--- src/rtl/uart_tx_arbiter.sv ---
// Shares one UART transmit engine between NUM_REQ byte-stream requesters.
// Round-robin grant held per packet, with an optional source-header byte per packet.
module uart_tx_arbiter #(
  parameter int unsigned NUM_REQ      = 4,
  parameter bit          HDR_EN       = 1'b1,
  parameter logic [7:0]  HDR_BASE     = 8'hA0,
  parameter int unsigned BUSY_TIMEOUT = 64
) (
  input  logic                       clk,
  input  logic                       rst,
  input  logic [NUM_REQ-1:0]         req_valid,
  input  logic [8*NUM_REQ-1:0]       req_data,
  input  logic [NUM_REQ-1:0]         req_last,
  output logic [NUM_REQ-1:0]         req_ready,
  output logic                       uart_tx_start,
  output logic [7:0]                 uart_byte,
  input  logic                       uart_tx_busy,
  output logic                       grant_active,
  output logic [$clog2(NUM_REQ)-1:0] grant_id,
  output logic                       err_timeout
);

  localparam int unsigned IdW  = $clog2(NUM_REQ);
  localparam int unsigned CntW = $clog2(BUSY_TIMEOUT + 1);
  localparam logic [CntW-1:0] CntLast = CntW'(BUSY_TIMEOUT - 1);

  localparam logic [2:0] StIdle       = 3'd0;
  localparam logic [2:0] StLaunchHdr  = 3'd1;
  localparam logic [2:0] StLaunchData = 3'd2;
  localparam logic [2:0] StWaitBusy   = 3'd3;
  localparam logic [2:0] StWaitDone   = 3'd4;
  localparam logic [2:0] StWaitData   = 3'd5;

  logic [2:0]      state_q, state_d;
  logic [IdW-1:0]  grant_q, grant_d;
  logic [IdW-1:0]  rr_q, rr_d;
  logic            active_q, active_d;
  logic            pkt_end_q, pkt_end_d;
  logic [7:0]      byte_q, byte_d;
  logic [CntW-1:0] cnt_q, cnt_d;

  logic [IdW-1:0]  pick;
  logic            pick_found;
  logic            g_valid, g_last;
  logic [7:0]      g_data, hdr_byte;

  assign g_valid  = req_valid[grant_q];
  assign g_last   = req_last[grant_q];
  assign g_data   = req_data[{grant_q, 3'b000} +: 8];
  assign hdr_byte = HDR_BASE | {{(8 - IdW){1'b0}}, grant_q};

  assign grant_id     = grant_q;
  assign grant_active = active_q;

  // First valid requester strictly after the round-robin pointer, wrapping.
  always_comb begin
    int idx;
    pick       = '0;
    pick_found = 1'b0;
    idx        = 0;
    for (int k = 1; k <= int'(NUM_REQ); k++) begin
      idx = int'(rr_q) + k;
      if (idx >= int'(NUM_REQ)) idx = idx - int'(NUM_REQ);
      if (!pick_found && req_valid[IdW'(idx)]) begin
        pick       = IdW'(idx);
        pick_found = 1'b1;
      end
    end
  end

  always_comb begin
    state_d       = state_q;
    grant_d       = grant_q;
    rr_d          = rr_q;
    active_d      = active_q;
    pkt_end_d     = pkt_end_q;
    byte_d        = byte_q;
    cnt_d         = cnt_q;
    uart_tx_start = 1'b0;
    uart_byte     = byte_q;
    req_ready     = '0;
    err_timeout   = 1'b0;
    unique case (state_q)
      StIdle: begin
        if (pick_found) begin
          grant_d  = pick;
          active_d = 1'b1;
          state_d  = HDR_EN ? StLaunchHdr : StLaunchData;
        end
      end
      StLaunchHdr: begin
        uart_byte     = hdr_byte;
        uart_tx_start = 1'b1;
        byte_d        = hdr_byte;
        pkt_end_d     = 1'b0;
        cnt_d         = '0;
        state_d       = StWaitBusy;
      end
      StLaunchData: begin
        uart_byte          = g_data;
        uart_tx_start      = 1'b1;
        req_ready[grant_q] = 1'b1;
        byte_d             = g_data;
        pkt_end_d          = g_last;
        cnt_d              = '0;
        state_d            = StWaitBusy;
      end
      StWaitBusy: begin
        if (uart_tx_busy) begin
          state_d = StWaitDone;
        end else if (cnt_q == CntLast) begin
          // Engine never responded: drop the rest of the packet and re-arbitrate.
          err_timeout = 1'b1;
          active_d    = 1'b0;
          rr_d        = grant_q;
          state_d     = StIdle;
        end else begin
          cnt_d = cnt_q + 1'b1;
        end
      end
      StWaitDone: begin
        if (!uart_tx_busy) begin
          if (pkt_end_q) begin
            active_d = 1'b0;
            rr_d     = grant_q;
            state_d  = StIdle;
          end else if (g_valid) begin
            state_d = StLaunchData;
          end else begin
            state_d = StWaitData;
          end
        end
      end
      StWaitData: begin
        if (g_valid) state_d = StLaunchData;
      end
      default: state_d = StIdle;
    endcase
  end

  always_ff @(posedge clk or posedge rst) begin
    if (rst) begin
      state_q   <= StIdle;
      grant_q   <= '0;
      rr_q      <= IdW'(NUM_REQ - 1);
      active_q  <= 1'b0;
      pkt_end_q <= 1'b0;
      byte_q    <= 8'h00;
      cnt_q     <= '0;
    end else begin
      state_q   <= state_d;
      grant_q   <= grant_d;
      rr_q      <= rr_d;
      active_q  <= active_d;
      pkt_end_q <= pkt_end_d;
      byte_q    <= byte_d;
      cnt_q     <= cnt_d;
    end
  end

endmodule

--- config.mk ---
export PLATFORM = sky130hd
export DESIGN_NAME = uart_tx_arbiter
export DESIGN_NICKNAME = d
export VERILOG_FILES = /design/src/rtl/uart_tx_arbiter.sv
export SDC_FILE = /design/constraint.sdc
export NUM_CORES = 1
export LEC_CHECK = 0
export ABC_CLOCK_PERIOD_IN_PS = 2300
export CORE_MARGIN = 2
export CORE_UTILIZATION = 40
export DETAILED_ROUTE_END_ITERATION = 10
export PLACE_DENSITY = 0.88
export RECOVER_POWER = 50
export SLEW_MARGIN = 15
export SYNTH_ARGS = -nofsm -noshare
export SYNTH_HDL_FRONTEND = slang
export SYNTH_SLANG_ARGS = --single-unit
--- constraint.sdc ---
create_clock -name clk -period 2.3 [get_ports clk]
set_input_delay 0.345 -clock clk [delete_from_list [all_inputs] [get_ports clk]]
set_output_delay 0.345 -clock clk [all_outputs]
set_load 0.05 [all_outputs]
# [Word level (Yosys, flattened, before mapping)]
# Index checks and enable logic that the tools add are counted.
[word_totals] ff_bits=24 input_bits=43 out_inout_bits=17 wordCells=118
[op_classes] addsub=9 magnitude_cmp=10 n_eq_ne=14 shift=1 n_mux=59 reduce_logical=18
[op_table] cell="32-bit by 6-bit indexed part select with 8-bit output" count=1
[op_table] cell="1-bit two-way mux" count=24
[op_table] cell="2-bit two-way mux" count=12
[op_table] cell="3-bit two-way mux" count=7
[op_table] cell="2-bit by 4-bit less-than comparator with 1-bit output (second input constant)" count=4
[op_table] cell="8-bit case mux with 2 select lines" count=1
[op_table] cell="3-bit case mux with 5 select lines" count=1
[op_table] cell="7-bit two-way mux" count=2
[op_table] cell="2-bit != test (second input constant)" count=7
[op_table] cell="7-bit case mux with 2 select lines" count=1
[op_table] cell="1-bit binary-select mux with 2-bit select" count=6
[op_table] cell="3-bit >= comparator (second input constant)" count=3
[op_table] cell="2-bit by 1-bit subtractor with 2-bit output (second input constant)" count=4
[op_table] cell="7-bit by 1-bit adder with 7-bit output (second input constant)" count=1
[op_table] cell="7-bit by 6-bit == test with 1-bit output (second input constant)" count=1
[op_table] cell="2-bit by 2-bit adder with 3-bit output (second input constant)" count=2
[op_table] cell="3-bit by 2-bit == test with 1-bit output (second input constant)" count=2
[op_table] cell="3-bit == test (second input constant)" count=2
[op_table] cell="6-bit AND reduction" count=1
[op_table] cell="2-bit nonzero test" count=3
[op_table] cell="5-bit AND reduction" count=1
[op_table] cell="2-bit by 3-bit adder with 4-bit output (second input constant)" count=1
[op_table] cell="4-bit by 3-bit >= comparator with 1-bit output (second input constant)" count=1
[op_table] cell="1-bit logical AND" count=4
[op_table] cell="other kinds (17)" count=19

# [Depth between registers and ports, before layout]
[depth] ltp_word=18 ltp_mapped=6 mapped_depth_nobuf=6

# [Least setup slack after synthesis]
# Ideal clock, no wire load.
[synth_timing] kind="reg2out" from="register grant_q[0], in the netlist grant_id[0]" to="output port req_ready[1]" t_arrival_ns=2.484 t_required_ns=1.955 slack_ns=-0.529 path_stages_with_launch=4 path_buffers=2 cell_sequence="dfrtp_1 -> buf_2 -> clkbuf_1 -> nor3b_1"
[synth_between] elab_chain_len=5 word_cells_on_any_way=6 classes_between="order compare (2); mux (3); reduce/logical (1)"
[synth_lines] element="start, declared" line="35" text="logic [IdW-1:0] grant_q, grant_d;"
[synth_lines] element="start signal, assigned" line="152" text="grant_q <= grant_d;"
[synth_lines] element="2-bit by 3-bit less-than comparator with 1-bit output (implied by the code) / 2-bit by 1-bit >= comparator with 1-bit output (equally long branches)" line="102" text="req_ready[grant_q] = 1'b1;"
[synth_lines] element="1-bit logical AND (implied by the code)" line="102"
[synth_lines] element="1-bit two-way mux (implied by the code)" line="102"
[synth_lines] element="1-bit demux with 2-bit select (*)" line="102"
[synth_lines] element="4-bit two-way mux (*)" line="83" text="unique case (state_q)"
[synth_lines] element="end, declared" line="14" text="output logic [NUM_REQ-1:0] req_ready,"
# Every way passes the cells marked *; elsewhere a longest branch is shown, timed or not.

==> out/results.ini <==
[power]
peakVddDrop_mv=0.903
powerDensity_nw_per_um2=1270
fin_total_pwr_mw=3.19
p_leak_nw=1.04

[logic_synthesis]
yosys.cell_types.count=45
syn_area_um2=1600
avgSynthCellArea_um2=10.4
synth-seq-cells=24
ys_seq_area_share_pct=37.6
yosys_warnings=0
syn-instance-count=154
synthArstFlopShare_pct=100
synth_fp_nets=198
ys.flop_type=dfrtp_1
synth_edf_count=0

[timing]
setup_slack_ns=0.0649
fin_crit_sh_pct=97.2
slew_headroom_pct=52.1
fmax_mhz=447
rsz0062_at_grt=true
min_period_ns=2.24
finalSetupViolCount=0
tns_ns=0
drv_slew=0
hold_viol_final=0
tightest_slew_ns=0.718
whs_ns=0.500
finClkSkew_ns=0.00351

[drt]
drt-initial-drc-count=50
first_pass_iters=4
viasPerCell=5.76
drc=0
routed_wl_um=4660
num_vias=1584
wl_per_cell_um=16.9
drtAntennaViolNets=0

[worst_hold_path]
hold_class=flop to flop

[floorplan]
start_util_pct=41.0
ios=60
die_area_um2=4530
fp.dieH_um=67.3
fp-row-count=23
core_um2=3910
die_x_um=67.3

[clock_tree]
clock_path_buffers=2
clkSlewWorstSetupHoldPaths_ns=0.09
clock_latency_ns=0.27
htreeDepth=1
hold_buffers=0
cts_tree=built
clock-sinks=24
cts_buffers=3
root_buffer=clkbuf_8

[worst_setup_path]
slowest_stage=dfstp_2
worstPathCellList=mux4_2, or4_4, a21oi_4, or4_1, mux2_1
criticalPathCategory=flop to flop
endpoint_kind=flop
required_ns=2.50
path_max_fanout=3
arrival_ns=2.43
startpoint_type=flop
critPathMaxStageDelay_ns=0.56

[final_layout]
final_cells=275
antenna_cells=0
drive_gt1_share_pct=28.4
final_area_um2=2510
utilization_pct=64.1
fin_nets=270
syn_to_final_growth_pct=56.6

[global_route]
grt_pass1_vias=1524
grt_max_degree=19
overflow=0
grt_usage_pct=20.4
antenna_found_initial=0
grt_pass1_wl_um=6980

[run]
drv_cap=0

[place]
dp_cells=266
post_dp_cell_area_um2=2410
place_congestion=0.837
numPortBuffers=59
dp_slack_ns=-0.154
hpwlAfterDp_um=3390

[run_status]
outcome=finished, final reports clean

## cell type report
type                            instances  area [um2]
Clock buffer                            4        55.1
Fill cell                             305        1400
Inverter                                7        26.3
Multi-Input combinational cell        113         958
Sequential cell                        24         611
Tap cell                               50        62.6
Timing Repair Buffer                   77         797
## logic make-up (layout without fill, tap and decap cells)
group | Yosys count | in the layout | share of synthesized area (%)
AND/OR/NAND/NOR | 53 | 53 | 17.7
adder cells (fa/ha/maj) | 1 | 1 | 0.781
XOR/XNOR | 5 | 5 | 2.73
flip-flops | 24 | 24 | 37.6
multiplexers | 16 | 16 | 18.9
AO/OA/AOI/OAI | 38 | 38 | 17.6
buffers and inverters | 17 | 88 | 4.61
## critical path: cells and delay by family (launching register included)
kind | cells | cell delay [ns]
AOI/OAI and AO/OA | 1 | 0.16
DFF | 1 | 0.56
muxes | 2 | 0.83
and+or+nand+nor | 2 | 0.61
## where the power goes
part	switching [mW]	internal [mW]	leakage, nW
combinational	1.13	0.938	0.717
sequential	0.256	0.576	0.292
clock	0.139	0.153	0.0288
total	1.53	1.67	1.04
## flip-flops by register name, summed over array words and instances (netlist names)
register	count
byte_q	8
cnt_q	7
rr_q	2
grant_active	1
pkt_end_q	1
grant_id	2
state_q	3
## cells in the final DEF (no fill, tap or decap), types with 3 or more instances in the layout
| cell type | count |
|---|---|
| clkdlybuf4s50_1 | 43 |
| buf_4 | 22 |
| dfrtp_1 | 18 |
| nor2_1 | 15 |
| nand2_1 | 11 |
| mux4_2 | 11 |
| buf_12 | 9 |
| inv_1 | 5 |
| xor2_1 | 5 |
| a32o_1 | 5 |
| o22ai_1 | 5 |
| and3_1 | 4 |
| a21oi_1 | 4 |
| o21ai_0 | 4 |
| mux2_1 | 4 |
| o22a_1 | 4 |
| clkbuf_8 | 4 |
| nor3_1 | 3 |
| nor4_1 | 3 |
| o31ai_1 | 3 |
| dfrtp_2 | 3 |
## final timing paths
path	from	endpoint	slack [ns]	depth (start not counted)
max	rr_q[0]	rr_q[0]	0.06	5
min	cnt_q[6]	cnt_q[6]	0.50	1
max reg2reg	rr_q[0]	rr_q[0]	0.06	5
min reg2reg	cnt_q[6]	cnt_q[6]	0.50	1
max in group asynchronous	rst	state_q[1]	0.74	3
min in group asynchronous	rst	cnt_q[3]	0.52	2
## timing repair
| item | 4_1_cts | 5_1_grt |
|---|---|---|
| setup endpoints to repair | 6 | 7 |
| gates cloned | 0 | 0 |
| setup buffers | 1 | 4 |
| endpoints found under the hold margin | 0 | 0 |
| resized for setup | 2 | 3 |
## synthesized netlist by cell type, drive strengths merged (4+ instances only)
| master | number | area share [%] |
|---|---|---|
| a21oi | 7 | 2.9 |
| a32o | 5 | 3.1 |
| and3 | 4 | 1.6 |
| clkbuf | 7 | 1.6 |
| dfrtp | 22 | 34 |
| inv | 7 | 1.6 |
| mux2 | 4 | 2.8 |
| mux4 | 11 | 15 |
| nand2 | 12 | 2.8 |
| nor2 | 15 | 3.5 |
| nor3 | 4 | 1.2 |
| nor4 | 4 | 2.0 |
| o21ai | 6 | 1.9 |
| o22a | 4 | 2.2 |
| o22ai | 5 | 2.0 |
| xor2 | 5 | 2.7 |
## routing by layer
layer | share of wire (%) | GRT usage, % | wire, um
met1 | 42 | 26.8 | 1930
met5 | 0 | 0 | 0
met3 | 4.2 | 3.17 | 196
met4 | 0.71 | 4.08 | 33
met2 | 54 | 35.8 | 2500
(Power assumes the default switching activity.)
